## src/rtl/microwave_timer_ctrl.sv

```systemverilog
// -----------------------------------------------------------------------------
// microwave_timer_ctrl
//   Cooking-timer controller. Collects keypad digits into a 4-digit BCD mm:ss
//   setpoint, counts it down once per 1 Hz tick while cooking, enforces the
//   door interlock and sequences the end-of-cook beep.
//
// Ports
//   Clk          in   system clock, rising edge
//   reset        in   asynchronous active-low reset
//   tick         in   one-cycle 1 Hz enable
//   key_valid    in   one-cycle strobe qualifying key_digit
//   key_digit    in   BCD keypad digit (values above 9 ignored)
//   start        in   one-cycle start/resume strobe
//   stop_clear   in   one-cycle stop/clear strobe
//   door_open    in   door level, 1 = open
//   min_tens..sec_ones out  remaining/set time, BCD
//   magnetron_on out  registered power enable, high only while cooking
//   lamp_on      out  door_open OR cooking (combinational)
//   beep         out  registered, high in DONE until the beep count expires
//   state        out  IDLE=0, COOK=1, PAUSE=2, DONE=3
// -----------------------------------------------------------------------------
module microwave_timer_ctrl #(
  parameter int unsigned BEEP_TICKS     = 3,
  parameter int unsigned QUICK_SEC_TENS = 3
) (
  input  logic       Clk,
  input  logic       reset,
  input  logic       tick,
  input  logic       key_valid,
  input  logic [3:0] key_digit,
  input  logic       start,
  input  logic       stop_clear,
  input  logic       door_open,
  output logic [3:0] min_tens,
  output logic [3:0] min_ones,
  output logic [3:0] sec_tens,
  output logic [3:0] sec_ones,
  output logic       magnetron_on,
  output logic       lamp_on,
  output logic       beep,
  output logic [1:0] state
);

  typedef enum logic [1:0] {
    ST_IDLE  = 2'd0,
    ST_COOK  = 2'd1,
    ST_PAUSE = 2'd2,
    ST_DONE  = 2'd3
  } state_t;

  localparam logic [3:0] BEEP_LOAD  = 4'(BEEP_TICKS);
  localparam logic [3:0] QUICK_TENS = 4'(QUICK_SEC_TENS);

  state_t     state_q;
  logic [3:0] mt_q, mo_q, st_q, so_q;
  logic [3:0] beep_cnt_q;
  logic       mag_q;
  logic       beep_q;

  logic [3:0] dec_mt_d, dec_mo_d, dec_st_d, dec_so_d;
  logic       dec_zero_s;
  logic       time_zero_s;

  // One-second BCD decrement of the current time; holds at 00:00 so it never wraps.
  // Seconds digits are taken literally, so 01:75 runs down to 01:00 before borrowing.
  always_comb begin
    dec_mt_d = mt_q;
    dec_mo_d = mo_q;
    dec_st_d = st_q;
    dec_so_d = so_q;
    if (so_q != 4'd0) begin
      dec_so_d = so_q - 4'd1;
    end else if (st_q != 4'd0) begin
      dec_st_d = st_q - 4'd1;
      dec_so_d = 4'd9;
    end else if (mo_q != 4'd0) begin
      dec_mo_d = mo_q - 4'd1;
      dec_st_d = 4'd5;
      dec_so_d = 4'd9;
    end else if (mt_q != 4'd0) begin
      dec_mt_d = mt_q - 4'd1;
      dec_mo_d = 4'd9;
      dec_st_d = 4'd5;
      dec_so_d = 4'd9;
    end else begin
      dec_so_d = so_q;
    end
  end

  assign dec_zero_s  = (dec_mt_d == 4'd0) && (dec_mo_d == 4'd0) &&
                       (dec_st_d == 4'd0) && (dec_so_d == 4'd0);
  assign time_zero_s = (mt_q == 4'd0) && (mo_q == 4'd0) &&
                       (st_q == 4'd0) && (so_q == 4'd0);

  // Controller FSM with digit register, beep counter and registered outputs.
  // Within a cycle only the highest-priority asserted event is acted on:
  // door_open > stop_clear > start > key_valid > tick.
  always_ff @(posedge Clk or negedge reset) begin
    if (!reset) begin
      state_q    <= ST_IDLE;
      mt_q       <= 4'd0;
      mo_q       <= 4'd0;
      st_q       <= 4'd0;
      so_q       <= 4'd0;
      beep_cnt_q <= 4'd0;
      mag_q      <= 1'b0;
      beep_q     <= 1'b0;
    end else begin
      case (state_q)
        ST_IDLE: begin
          if (door_open) begin
            state_q <= ST_IDLE;
          end else if (stop_clear) begin
            mt_q <= 4'd0;
            mo_q <= 4'd0;
            st_q <= 4'd0;
            so_q <= 4'd0;
          end else if (start) begin
            if (time_zero_s) begin
              st_q <= QUICK_TENS;
            end
            state_q <= ST_COOK;
            mag_q   <= 1'b1;
          end else if (key_valid) begin
            if (key_digit <= 4'd9) begin
              mt_q <= mo_q;
              mo_q <= st_q;
              st_q <= so_q;
              so_q <= key_digit;
            end
          end else begin
            state_q <= ST_IDLE;
          end
        end

        ST_COOK: begin
          if (door_open || stop_clear) begin
            state_q <= ST_PAUSE;
            mag_q   <= 1'b0;
          end else if (start || key_valid) begin
            // Higher-priority strobe swallows any coincident tick.
            state_q <= ST_COOK;
          end else if (tick) begin
            mt_q <= dec_mt_d;
            mo_q <= dec_mo_d;
            st_q <= dec_st_d;
            so_q <= dec_so_d;
            if (dec_zero_s) begin
              state_q    <= ST_DONE;
              mag_q      <= 1'b0;
              beep_q     <= 1'b1;
              beep_cnt_q <= BEEP_LOAD;
            end
          end else begin
            state_q <= ST_COOK;
          end
        end

        ST_PAUSE: begin
          if (door_open) begin
            state_q <= ST_PAUSE;
          end else if (stop_clear) begin
            state_q <= ST_IDLE;
            mt_q    <= 4'd0;
            mo_q    <= 4'd0;
            st_q    <= 4'd0;
            so_q    <= 4'd0;
          end else if (start) begin
            state_q <= ST_COOK;
            mag_q   <= 1'b1;
          end else begin
            state_q <= ST_PAUSE;
          end
        end

        ST_DONE: begin
          if (door_open || stop_clear) begin
            state_q    <= ST_IDLE;
            beep_q     <= 1'b0;
            beep_cnt_q <= 4'd0;
          end else if (start || key_valid) begin
            state_q <= ST_DONE;
          end else if (tick) begin
            if (beep_cnt_q <= 4'd1) begin
              state_q    <= ST_IDLE;
              beep_q     <= 1'b0;
              beep_cnt_q <= 4'd0;
            end else begin
              beep_cnt_q <= beep_cnt_q - 4'd1;
            end
          end else begin
            state_q <= ST_DONE;
          end
        end

        default: begin
          state_q    <= ST_IDLE;
          mag_q      <= 1'b0;
          beep_q     <= 1'b0;
          beep_cnt_q <= 4'd0;
        end
      endcase
    end
  end

  assign min_tens     = mt_q;
  assign min_ones     = mo_q;
  assign sec_tens     = st_q;
  assign sec_ones     = so_q;
  assign magnetron_on = mag_q;
  assign beep         = beep_q;
  assign state        = state_q;
  assign lamp_on      = door_open | (state_q == ST_COOK);

endmodule

```

## config.mk

```make
export PLATFORM = sky130hd
export DESIGN_NAME = microwave_timer_ctrl
export DESIGN_NICKNAME = d
export VERILOG_FILES = /design/src/rtl/microwave_timer_ctrl.sv
export SDC_FILE = /design/constraint.sdc
export NUM_CORES = 1
export LEC_CHECK = 0
export CORE_MARGIN = 4
export CORE_UTILIZATION = 40
export CTS_CLUSTER_DIAMETER = 60
export DETAILED_ROUTE_END_ITERATION = 8
export GPL_TIMING_DRIVEN = 0
export HOLD_SLACK_MARGIN = 0.02
export PLACE_DENSITY = 0.69
export SETUP_SLACK_MARGIN = 0.1
export SLEW_MARGIN = 10
export SYNTH_ARGS = -nofsm -noshare
export SYNTH_HDL_FRONTEND = slang
export SYNTH_SLANG_ARGS = --single-unit
```

## constraint.sdc

```tcl
create_clock -name Clk -period 7.8 [get_ports Clk]
set_input_delay 1.95 -clock Clk [delete_from_list [all_inputs] [get_ports Clk]]
set_output_delay 1.95 -clock Clk [all_outputs]
set_load 0.05 [all_outputs]
```

# After elaboration in Yosys (flattened, before gate mapping)
# Cells that the tools add are included.
[classes]
addsub = 5
mul = 0
div = 0
order_cmp = 2
n_eq_ne = 29
shifts = 0
mux = 97
bitwise = 1
reduce_logical = 31
[ops]
columns = ["op", "n"]
rows = [
  ["4-bit two-way mux", 59],
  ["4-bit one-hot mux with 3 select lines", 4],
  ["4-bit logical NOT", 8],
  ["2-bit two-way mux", 15],
  ["3-bit != test, second input constant", 10],
  ["10-bit AND reduction", 2],
  ["4-bit by 1-bit subtractor with 4-bit output, second input constant", 5],
  ["2-bit != test, second input constant", 9],
  ["4-bit != test, second input constant", 4],
  ["4-bit nonzero test", 4],
  ["1-bit two-way mux", 15],
  ["7-bit AND reduction", 2],
  ["5-bit != test, second input constant", 2],
  ["2-bit one-hot mux with 4 select lines", 1],
  ["4-bit one-hot mux with 2 select lines", 1],
  ["8-bit AND reduction", 1],
  ["1-bit logical AND", 6],
  ["2-bit == test, second input constant", 2],
  ["4-bit by 1-bit <= comparator with 1-bit output, second input constant", 1],
  ["4-bit <= comparator, second input constant", 1],
  ["1-bit one-hot mux with 2 select lines", 2],
  ["4-bit AND reduction", 1],
  ["2-bit nonzero test", 2],
  ["3-bit nonzero test", 1],
  ["6 further kinds", 7],
]
[totals]
reg_bits = 24
latchBits = 0
ramBits = 0
mem_bits_ro = 0
in_bits = 11
out_inout_bits = 21
memories = 0

# Logic depth before layout (Yosys ltp)
[depth]
ltp_word = 14
mapped_depth = 11
depth_no_buf = 10

# Least setup slack after synthesis
# OpenSTA, ideal clock, no wires.
[synth_timing]
path_kind = "input to output"
start = "input port door_open"
end = "output port lamp_on"
arrival_time_ns = 2.364
path_slack_ns = 3.486
cell_stages = 1
n_path_buf = 0
path_cell_list = "or2_2"
[synth_via]
elab_chain_len = 1
[synth_lines]
columns = ["element", "line_no", "text"]
rows = [
  ["start, declared", "33", "input logic door_open,"],
  ["1-bit bitwise OR", "213", "assign lamp_on = door_open | (state_q == ST_COOK);"],
  ["end, declared", "39", "output logic lamp_on,"],
]
# No other way between the ends.

# Worst setup path in the final report
# Ends and elaborated chain as after synthesis.

==> impl_metrics.csv <==
group,metric,value,unit
critical_path,required,5.85,ns
logic_synthesis,synth.largest_area_cell,"dfrtp_1",
floorplan,dieArea,0.00658,mm²
detailed_routing,wl_per_cell,15.9,µm
sta,report.final.slew_viol_count,0,
sta,min_period,5.50,ns
detailed_routing,num_vias,2122,
layout,insertedDiodeCount,0,
logic_synthesis,syn-cell-area,0.00214,mm²
global_route,grt_use_total,18.7,%
sta,slew_headroom,55.5,%
critical_path,cp-end-kind,"output port",
critical_path,crit_fanout,6,
global_route,antenna_found_initial,0,
sta,timing.fmax,182,MHz
sta,hold_violations,0,
critical_path,r2r_start,"min_ones[0]",
clocking,cts_resized,0,
clocking,clockBufferDepth,2,
detailed_routing,ant_nets,0,
worst_hold_path,hold_path_class,"reg2reg",
logic_synthesis,synth_top_family_by_area,"compound AO/OA/AOI/OAI gates",
floorplan,start_util,41.6,%
logic_synthesis,synth_top_area_share,28.1,%
logic_synthesis,yosysMostFrequentCell,"nor2_1",
clocking,cts_made_buffers,3,
detailed_routing,met1_length,2680,µm
logic_synthesis,avgSynthCellArea,8.06,µm²
critical_path,criticalPathCategory,"in2out",
power,leakagePower,1.02,nW
logic_synthesis,synthMuxAreaShare,2.11,%
sta,tightest_slew,0.668,ns
logic_synthesis,synth-compound-area-share,28.9,%
global_route,grt_pass1_wl,9720,µm
sta,clock_skew,0.00481,ns
layout,areaGrowthSynthToFinish,20.5,%
layout,nets,323,
logic_synthesis,synth-main-ff-cell,"dfrtp_1",
sta,finalSetupTns,0,ns
detailed_routing,dr.pass1.iters,4,
logic_synthesis,postSynthCellCount,265,
clocking,cts_hold_buf,0,
global_route,grt_max_degree,25,
clocking,cts_tree,"done",
detailed_routing,drc,0,
logic_synthesis,ys_warn_count,0,
critical_path,worstSetupStartpoint,"door_open",
detailed_routing,route.met2.wl,2820,µm
sta,rsz0062_at_grt,"false",
power,vdd_drop_max,0.000330,V
detailed_routing,drt-total-wl,5860,µm
logic_synthesis,synth.area.top_cells,"dfrtp_1 (28%), ha_1 (7.0%), a21oi_1 (5.9%)",
global_route,grt_pass1_vias,2029,
place,port_buffers,30,
place,dp_hpwl,4280,µm
logic_synthesis,synthAdderAreaFrac,7.03,%
logic_synthesis,synth-xor-area-share,0.410,%
clocking,insertion_delay,0.27,ns
sta,fin_crit_sh,70.5,%
clocking,clockRootBuffer,"clkbuf_8",
floorplan,die_w,81.1,µm
logic_synthesis,synth-edff-count,0,
outcome,status,"completed",
global_route,globalRouteOverflowTotal,0,
critical_path,start_kind,"primary input",
run,maxCapViolations,0,
detailed_routing,routed_via_density,5.75,
logic_synthesis,synth_seq_area_share,28.1,%
worst_hold_path,hp-start,"magnetron_on",
clocking,cts_setup_buffers,0,
place,gp_congestion,0.887,
logic_synthesis,synth_commonest_cells,"nor2_1 (31), a21oi_1 (25), dfrtp_1 (24)",
floorplan,rows,26,
logic_synthesis,ys_ff_latch,24,
detailed_routing,wl_met3,361,µm
power,p_total,0.00108,W
clocking,htreeDepth,1,
sta,setup_viol,0,
floorplan,io_pins,32,
critical_path,reg2regPathDepth,11,
worst_hold_path,hold_depth,1,
logic_synthesis,syn_nets,288,
critical_path,crit_arrival,3.55,ns
logic_synthesis,ys_types,58,
detailed_routing,top_layer_used,"met3",
layout,drive_gt1_share,8.36,%
floorplan,die_y,81.1,µm
detailed_routing,drtIter0Drc,117,
logic_synthesis,async_flop_share,100,%
clocking,path_clk_slew,0.09,ns
logic_synthesis,synthSimpleGateAreaFrac,26.3,%
floorplan,core_area,0.00514,mm²
power,p_per_area,420,mW/mm²
layout,fillers,519,
clocking,clock_sinks,24,
-- cells in the final DEF (no fill, tap or decap), types with 3 or more instances in the layout --
master	synthesis	routed
or3b_1	4	4
nor2b_1	4	4
clkdlybuf4s50_1	0	29
a21oi_1	25	25
a31oi_1	6	6
nor3b_1	4	4
or2_2	3	3
nand3_1	5	5
buf_2	2	3
nor3_1	9	9
buf_6	4	4
nor2_1	31	31
a211oi_1	4	4
mux2i_1	3	3
inv_1	16	16
a221oi_1	3	3
o21ai_1	12	12
o31a_1	3	3
o21ai_0	16	16
ha_1	12	12
nand2b_1	3	3
clkbuf_1	10	10
dfrtp_1	24	24
nand2_1	19	19
clkbuf_8	0	4
-- logic make-up (layout without fill, tap and decap cells) --
| kind of cell | count (synthesis) | in the layout |
|---|---|---|
| compound gates | 94 | 94 |
| simple gates | 98 | 98 |
| flops | 24 | 24 |
| mux | 4 | 4 |
| fa+ha+maj | 12 | 12 |
| buf+inv | 32 | 66 |
| xor+xnor | 1 | 1 |
-- path summary, 6_finish.rpt --
path	endpoint	slack, ns
max in group asynchronous	min_tens[0]	5.76
max	lamp_on	2.30
min	magnetron_on	0.50
min reg2reg	magnetron_on	0.50
min in group asynchronous	sec_tens[2]	1.66
max reg2reg	beep_cnt_q[2]	4.67
-- layer usage --
layer | up-vias | track usage, %
met5 | - | 0
met4 | 0 | 2.53
met3 | 0 | 3.10
met2 | 68 | 32.1
met1 | 1017 | 25.2
li1 | 1037 | -
-- layout make-up --
type                       count  area, µm²  share of cell area (%)
tap                           70       87.6                    3.40
timing repair buffer          30        295                    11.5
sequential                    24        601                    23.3
clock buffer                   4       55.1                    2.14
inverter                      16       60.1                    2.33
buffer                        16       92.6                    3.60
multi-input combinational    209       1380                    53.7
-- where the power goes --
part / switching (W) / internal (W) / total, W
sequential: 0.0000667 / 0.000167 / 0.000234
combinational: 0.000484 / 0.000276 / 0.000760
clock: 0.0000430 / 0.0000452 / 0.0000881
total: 0.000594 / 0.000489 / 0.00108
-- registers in the layout, indices dropped and copies added (netlist names) --
signal / count
min_tens: 4
min_ones: 4
beep_cnt_q: 4
state: 2
magnetron_on: 1
sec_tens: 4
sec_ones: 4
beep: 1
-- through the flow --
step | util, % | hold slack, ns | instance area (µm²) | instances | worst slack, ns
after detailed placement | 49.1 | 0.479 | 2520 | 365 | 2.30
after floorplan | - | 0.507 | 2140 | 265 | 3.49
final | 50.1 | 0.495 | 2570 | 369 | 2.30
after CTS | 50.2 | 0.500 | 2580 | 369 | 2.30
after global placement | 49.1 | 0.480 | 2520 | 365 | 2.29
after global routing | 50.1 | 0.510 | 2570 | 369 | 2.27
-- critical path: stages --
cell and delay (ns):
clkdlybuf4s50_1 0.53, or2_2 0.36, clkdlybuf4s50_1 0.70
Power figures use the tool's default switching activity.
